**config.mk**
```make
export PLATFORM = sky130hd
export DESIGN_NAME = fp_addsub_pipe
export DESIGN_NICKNAME = d
export VERILOG_FILES = /design/src/rtl/fp_addsub_pipe.sv
export SDC_FILE = /design/constraint.sdc
export NUM_CORES = 1
export LEC_CHECK = 0
export CORE_MARGIN = 8
export CORE_UTILIZATION = 45
export CTS_CLUSTER_DIAMETER = 100
export DETAILED_ROUTE_END_ITERATION = 7
export SLEW_MARGIN = 25
export SYNTH_ARGS = -nofsm -noshare
export SYNTH_HDL_FRONTEND = slang
export SYNTH_SLANG_ARGS = --single-unit
```
**constraint.sdc**
```tcl
create_clock -name clk -period 12.95 [get_ports clk]
set_input_delay 1.9425 -clock clk [delete_from_list [all_inputs] [get_ports clk]]
set_output_delay 1.9425 -clock clk [all_outputs]
set_load 0.02 [all_outputs]
```
**src/rtl/fp_addsub_pipe.sv**
```systemverilog
// rtl/fp_addsub_pipe.sv - 4-stage (align/add/normalise/round) IEEE-754 adder/subtractor with valid/ready
// Optional FPADDSUB_STICKY_STATUS_EN adds clr_flags/flags_acc (status OR-accumulated over output transfers).
module fp_addsub_pipe #(
  parameter int sig_width       = 23,
  parameter int exp_width       = 8,
  parameter int ieee_compliance = 0
) (
  input  logic                         clk,
  input  logic                         rst_n,
  input  logic                         in_valid,
  output logic                         in_ready,
  input  logic [sig_width+exp_width:0] a,
  input  logic [sig_width+exp_width:0] b,
  input  logic                         op,
  input  logic [2:0]                   rnd,
`ifdef FPADDSUB_STICKY_STATUS_EN
  input  logic                         clr_flags,
  output logic [7:0]                   flags_acc,
`endif
  output logic                         out_valid,
  input  logic                         out_ready,
  output logic [sig_width+exp_width:0] z,
  output logic [7:0]                   status
);
  localparam int SW = sig_width;
  localparam int EW = exp_width;
  localparam int W  = SW + EW + 1;
  localparam int MW = SW + 4;
  localparam int LW = $clog2(MW + 1);
  localparam logic [EW-1:0] EONES = '1;
  localparam logic [EW-1:0] EMAXF = {{(EW-1){1'b1}}, 1'b0};

  function automatic logic [LW-1:0] lzc(input logic [MW-1:0] v);
    lzc = LW'(MW);
    for (int i = 0; i < MW; i++)
      if (v[i]) lzc = LW'(MW - 1 - i);
  endfunction

  logic advance;
  logic s1_valid, s2_valid, s3_valid;
  assign advance  = !out_valid || out_ready;
  assign in_ready = advance;

  // Stage 1: unpack, specials, order by magnitude, align the smaller operand
  logic          sa, sb, nan_a, nan_b, inf_a, inf_b, swap, sx;
  logic [EW-1:0] ea, eb, ea_e, eb_e, ex, ey, ed;
  logic [SW-1:0] fa, fb, fa_f, fb_f;
  logic [MW-1:0] ma, mb, mx, my, my_al;
  logic [15:0]   ash;
  logic [2*MW-1:0] wide;

  always_comb begin
    sa    = a[W-1];
    ea    = a[W-2:SW];
    fa    = a[SW-1:0];
    sb    = b[W-1] ^ op;
    eb    = b[W-2:SW];
    fb    = b[SW-1:0];
    nan_a = (ea == EONES) && (fa != '0);
    nan_b = (eb == EONES) && (fb != '0);
    inf_a = (ea == EONES) && (fa == '0);
    inf_b = (eb == EONES) && (fb == '0);
    fa_f  = (ieee_compliance == 0 && ea == '0) ? '0 : fa;
    fb_f  = (ieee_compliance == 0 && eb == '0) ? '0 : fb;
    ea_e  = (ea == '0) ? EW'(1) : ea;
    eb_e  = (eb == '0) ? EW'(1) : eb;
    ma    = {ea != '0, fa_f, 3'b000};
    mb    = {eb != '0, fb_f, 3'b000};
    swap  = {eb, fb_f} > {ea, fa_f};
    sx    = swap ? sb : sa;
    ex    = swap ? eb_e : ea_e;
    ey    = swap ? ea_e : eb_e;
    mx    = swap ? mb : ma;
    my    = swap ? ma : mb;
    ed    = ex - ey;
    ash   = (16'(ed) > 16'(SW + 3)) ? 16'(SW + 3) : 16'(ed);
    wide  = {my, MW'(0)} >> ash;
    my_al = {wide[2*MW-1:MW+1], wide[MW] | (|wide[MW-1:0])};
  end

  logic          s1_sign, s1_sub, s1_nan, s1_inf, s1_inf_sign;
  logic [EW:0]   s1_exp;
  logic [MW-1:0] s1_ma, s1_mb;
  logic [2:0]    s1_rnd;

  logic          s2_sign, s2_sub, s2_nan, s2_inf, s2_inf_sign;
  logic [EW:0]   s2_exp;
  logic [MW:0]   s2_sum;
  logic [2:0]    s2_rnd;

  // Stage 3: normalise, never pushing the exponent below 1
  logic [LW-1:0] lz;
  logic [15:0]   lim, nsh;
  logic [MW-1:0] nm;
  logic [EW:0]   ne;
  logic          nflush;

  always_comb begin
    lz  = lzc(s2_sum[MW-1:0]);
    lim = 16'(s2_exp) - 16'd1;
    nsh = (16'(lz) < lim) ? 16'(lz) : lim;
    if (s2_sum[MW]) begin
      nm = {s2_sum[MW:2], s2_sum[1] | s2_sum[0]};
      ne = s2_exp + (EW+1)'(1);
    end else begin
      nm = s2_sum[MW-1:0] << nsh;
      ne = s2_exp - (EW+1)'(nsh);
    end
    if (!nm[MW-1]) ne = '0;
    nflush = (ieee_compliance == 0) && !nm[MW-1] && (s2_sum != '0);
  end

  logic          s3_sign, s3_sub, s3_nan, s3_inf, s3_inf_sign, s3_zero, s3_flush;
  logic [EW:0]   s3_exp;
  logic [MW-2:0] s3_m;
  logic [2:0]    s3_rnd;

  // Stage 4: round; denormals carry naturally into the exponent field
  logic           g, st, lsb, up, to_inf, ovf, zsign;
  logic [EW+SW:0] rs;
  logic [EW:0]    re;
  logic [SW-1:0]  rf;
  logic [W-1:0]   nz;
  logic [7:0]     nst;

  always_comb begin
    lsb = s3_m[3];
    g   = s3_m[2];
    st  = s3_m[1] | s3_m[0];
    case (s3_rnd)
      3'd1:    up = 1'b0;
      3'd2:    up = !s3_sign && (g || st);
      3'd3:    up = s3_sign && (g || st);
      3'd4:    up = g;
      default: up = g && (st || lsb);
    endcase
    case (s3_rnd)
      3'd1:    to_inf = 1'b0;
      3'd2:    to_inf = !s3_sign;
      3'd3:    to_inf = s3_sign;
      default: to_inf = 1'b1;
    endcase
    rs    = {s3_exp, s3_m[MW-2:3]} + (EW+SW+1)'(up);
    re    = rs[EW+SW:SW];
    rf    = rs[SW-1:0];
    ovf   = re >= {1'b0, EONES};
    zsign = s3_sub ? (s3_rnd == 3'd3) : s3_sign;
    nz    = '0;
    nst   = '0;
    if (s3_nan) begin
      nz     = {1'b0, EONES, 1'b1, (SW-1)'(0)};
      nst[2] = 1'b1;
    end else if (s3_inf) begin
      nz     = {s3_inf_sign, EONES, SW'(0)};
      nst[1] = 1'b1;
    end else if (s3_zero) begin
      nz     = {zsign, (W-1)'(0)};
      nst[0] = 1'b1;
    end else if (s3_flush) begin
      nz  = {s3_sign, (W-1)'(0)};
      nst = 8'h29;
    end else if (ovf) begin
      nz  = to_inf ? {s3_sign, EONES, SW'(0)} : {s3_sign, EMAXF, {SW{1'b1}}};
      nst = 8'h30;
    end else begin
      nz     = {s3_sign, re[EW-1:0], rf};
      nst[5] = g || st;
      nst[3] = (ieee_compliance != 0) && (re == '0);
      nst[0] = (re == '0) && (rf == '0);
    end
  end

  always_ff @(posedge clk) begin
    if (!rst_n) begin
      s1_valid  <= 1'b0;
      s2_valid  <= 1'b0;
      s3_valid  <= 1'b0;
      out_valid <= 1'b0;
      z         <= '0;
      status    <= '0;
    end else if (advance) begin
      s1_valid  <= in_valid;
      s2_valid  <= s1_valid;
      s3_valid  <= s2_valid;
      out_valid <= s3_valid;
      if (s3_valid) begin
        z      <= nz;
        status <= nst;
      end
    end
  end

  always_ff @(posedge clk) begin
    if (advance) begin
      s1_sign     <= sx;
      s1_sub      <= sa ^ sb;
      s1_exp      <= {1'b0, ex};
      s1_ma       <= mx;
      s1_mb       <= my_al;
      s1_nan      <= nan_a || nan_b || (inf_a && inf_b && (sa != sb));
      s1_inf      <= inf_a || inf_b;
      s1_inf_sign <= inf_a ? sa : sb;
      s1_rnd      <= rnd;

      s2_sign     <= s1_sign;
      s2_sub      <= s1_sub;
      s2_exp      <= s1_exp;
      s2_sum      <= s1_sub ? ({1'b0, s1_ma} - {1'b0, s1_mb}) : ({1'b0, s1_ma} + {1'b0, s1_mb});
      s2_nan      <= s1_nan;
      s2_inf      <= s1_inf;
      s2_inf_sign <= s1_inf_sign;
      s2_rnd      <= s1_rnd;

      s3_sign     <= s2_sign;
      s3_sub      <= s2_sub;
      s3_exp      <= ne;
      s3_m        <= nm[MW-2:0];
      s3_zero     <= (s2_sum == '0);
      s3_flush    <= nflush;
      s3_nan      <= s2_nan;
      s3_inf      <= s2_inf;
      s3_inf_sign <= s2_inf_sign;
      s3_rnd      <= s2_rnd;
    end
  end

`ifdef FPADDSUB_STICKY_STATUS_EN
  always_ff @(posedge clk) begin
    if (!rst_n) flags_acc <= '0;
    else        flags_acc <= (clr_flags ? 8'h00 : flags_acc) | ((out_valid && out_ready) ? status : 8'h00);
  end
`endif

endmodule
```
==> metrics, run 1 <==
DRT iter0 DRCs=1,139; post-CTS setup buffer count=0; worst-margin pin slew=1.04 ns; Synthesis Warnings=0; CP Class=in -> reg; Root Buffer=clkbuf_16; pins over their slew limit=0; VDD IR max=0.122 mV; fin nets=2,068; Crit path required time=13.13 ns; setup TNS=0 ns; gpl congestion=0.979; Final Hold Viols=0; Synth async-reset ratio=0%; Worst path depth=31; met2 usage=a little over two fifths; leakage power=~7 nW; drt drc=0; slowest cell delay on critical path=0.68 ns; H-tree levels=4; prevailing post-synth register cell=edfxtp_1; Die X=204 um; CP Launch Type=primary input; commonest cells after routing, fill and taps aside=nand2_1, nor2_1, a21oi_1, edfxtp_1, clkdlybuf4s50_1; Gate Count Post-Synth=1,855; status=completed; initial antenna violation count=0; worst-case clock buffer depth=2; DP Worst Slack=1.44 ns; clk_lat worst skew=0.45 ns; register area share after synthesis=between 30% and 40%; vias in the first global route=14,000; starting density of the core=45.7%; antenna viol nets, final=0; core footprint=0.0346 mm2; ratio of cells with drive above 1 in the final layout=6.33%; mapped cell area=0.0158 mm2; clock sink count=198; busiest grt layer=met2; Vias=14,300; Die Footprint=0.0414 mm2; WL/cell=21.4 um; Slew headroom=30.3%; most common cell after layout, fill and taps aside=nand2_1; Achievable Freq=90.5 MHz; final worst slack=1.91 ns; Die Y-Extent=204 um; GRT Residual Overflow=0; Hold/Removal Path Class=reg -> reg; Hold Path Cell Cnt=0; Top delay family on crit path=simple AND/OR/NAND/NOR gates; R2R depth=28; post-CTS resize count=0; Most common cell on crit path=nand2_1; met1 Usage GRT=26.8%; global-route wire length before repair=78.5 mm; post-synth cell types=82; Critical-path top delay cell=nand2_1; Clock transition at path regs=around 0.08 ns; routing usage on met3=under 10%; CP bufs+invs=5; Clock Skews=0.0131 ns; IO Pins=114; largest net degree at the start of global routing=74; CTS tree=done; Hold Buf Count CTS=0; Area Overhead vs Synth=13.3%; critical path endpoint category=flip-flop; final instance area=0.0179 mm2; Via-to-Cell Ratio=between 6 and 7; antenna cells=0; Tot GR Track Use=24.0%; cell row count=68; PortBufs=roughly 110; DP Area=0.0173 mm2; number of synthesized flops with an enable pin=156; RSZ-0062 raised after global routing=false; # setup viols final=0; Cell Pwr Density=206 mW/mm2; Max Cap Violations=0; drt pass-1 iters=6; Num CTS Buffers=17; ratio of final minimum period to clock period=a little under nine tenths; syn_area_per_cell=8.54 um2; post-DP HPWL=~40 mm; synthesized flop and latch total=198; Fill cells=3,302; fin crit period=11.04 ns; final wirelength=50.9 mm; crit-path max FO=28; Crit path arrival time=between 10 and 15 ns
[worst reg2reg max path, delay by kind of cell, from the launching register on]
kind	cells	cell delay [ns]
DFF	1	0.60
xor gates and xnor gates	2	0.28
adders and majority gates	3	0.78
AOI/OAI and AO/OA	11	2.58
and+or+nand+nor	7	0.90
buffers and inverters	4	0.78
muxes	1	0.27
[final cells by class]
class / instances / area (um2) / area share [%]
Clock buffer: 17 / 425 / 2.37
Timing Repair Buffer: 138 / 1320 / 7.34
Inverter: 76 / 285 / 1.59
Clock inverter: 15 / 179 / 0.997
Tap cell: 455 / 569 / 3.17
Multi-Input combinational cell: 1484 / 9640 / 53.7
Sequential cell: 198 / 5530 / 30.8
[metrics by stage]
stage | cells | total power [mW] | utilization, % | hold WS, ns
3_5_place_dp | 2350 | 3.13 | 50.0 | 0.405
4_1_cts | 2382 | 3.68 | 51.8 | 0.420
2_1_floorplan | 1856 | 2.56 | - | 0.400
6_report | 2383 | 3.69 | 51.8 | 0.418
5_1_grt | 2383 | 3.95 | 51.8 | 0.424
3_3_place_gp | 2350 | 3.12 | 50.0 | 0.401
[cell usage after synthesis, types with 42 or more instances]
cell	instances	area (um2)
nand2_1	208	781
nor2_1	171	642
a21oi_1	162	811
edfxtp_1	156	4680
o21ai_0	104	521
mux2i_1	89	891
ha_1	79	988
inv_1	74	278
clkbuf_1	72	270
xnor2_1	68	596
nand3_1	54	270
nor3_1	54	270
nor2b_1	43	269
dfxtp_1	42	841
[worst paths after layout]
kind,start,to,slack (ns)
worst min register to register,s1_exp[4],s2_exp[4],0.42
worst max-delay path,b[24],s1_mb[0],1.91
worst max register to register,s2_sum[1],s3_exp[8],6.49
worst min-delay path,s1_exp[4],s2_exp[4],0.42
[flip-flops by register name, indices dropped and copies added, names as in the netlist, 3 cells and up]
| name | flops |
|---|---|
| s3_exp | 9 |
| status | 6 |
| s3_rnd | 3 |
| s2_rnd | 3 |
| s1_ma | 24 |
| s2_exp | 8 |
| s1_exp | 8 |
| s3_m | 26 |
| s1_rnd | 3 |
| s1_mb | 27 |
| s2_sum | 28 |
| z | 32 |
[logic make-up after synthesis]
kind of cell	synth area share [%]
simple gates	20.8
mux	7.94
buf+inv	4.39
other cells	0.0237
flops	34.9
xor+xnor	5.70
fa+ha+maj	6.50
compound gates	19.7
[report_power, final]
group / switching (mW) / internal (mW)
Combinational: 1.22 / 0.809
Clock: 0.268 / 0.278
Sequential: 0.197 / 0.920
[per-layer routing]
metal	up-vias	wire length [um]
li1	6974	-
met1	6771	20100
met2	460	25300
met3	131	2160
met4	0	3300
met5	-	0
No activity file was read; power rests on OpenSTA's default activity.
==> run 2: changes to the inputs <==
==> constraint.sdc (replaced) <==
create_clock -name clk -period 12.95 [get_ports clk]
set_input_delay 1.9425 -clock clk [delete_from_list [all_inputs] [get_ports clk]]
set_output_delay 1.9425 -clock clk [all_outputs]
set_load 0.01 [all_outputs]
==> results of run 2 <==
The final DEF is identical to that of run 1. Status: completed.
Main changes from that run: worst IR drop on VDD 0.122 mV -> 0.121 mV
==> run 3: changes to the inputs <==
--- a/config.mk
+++ b/config.mk
@@ -5,6 +5,7 @@
 export SDC_FILE = /design/constraint.sdc
 export NUM_CORES = 1
 export LEC_CHECK = 0
+export CAP_MARGIN = 20
 export CORE_MARGIN = 8
 export CORE_UTILIZATION = 45
 export CTS_CLUSTER_DIAMETER = 100
==> results of run 3 <==
The final DEF is identical to that of run 1. Status: completed.
Main changes from that run: worst IR drop on VDD 0.122 mV -> 0.121 mV
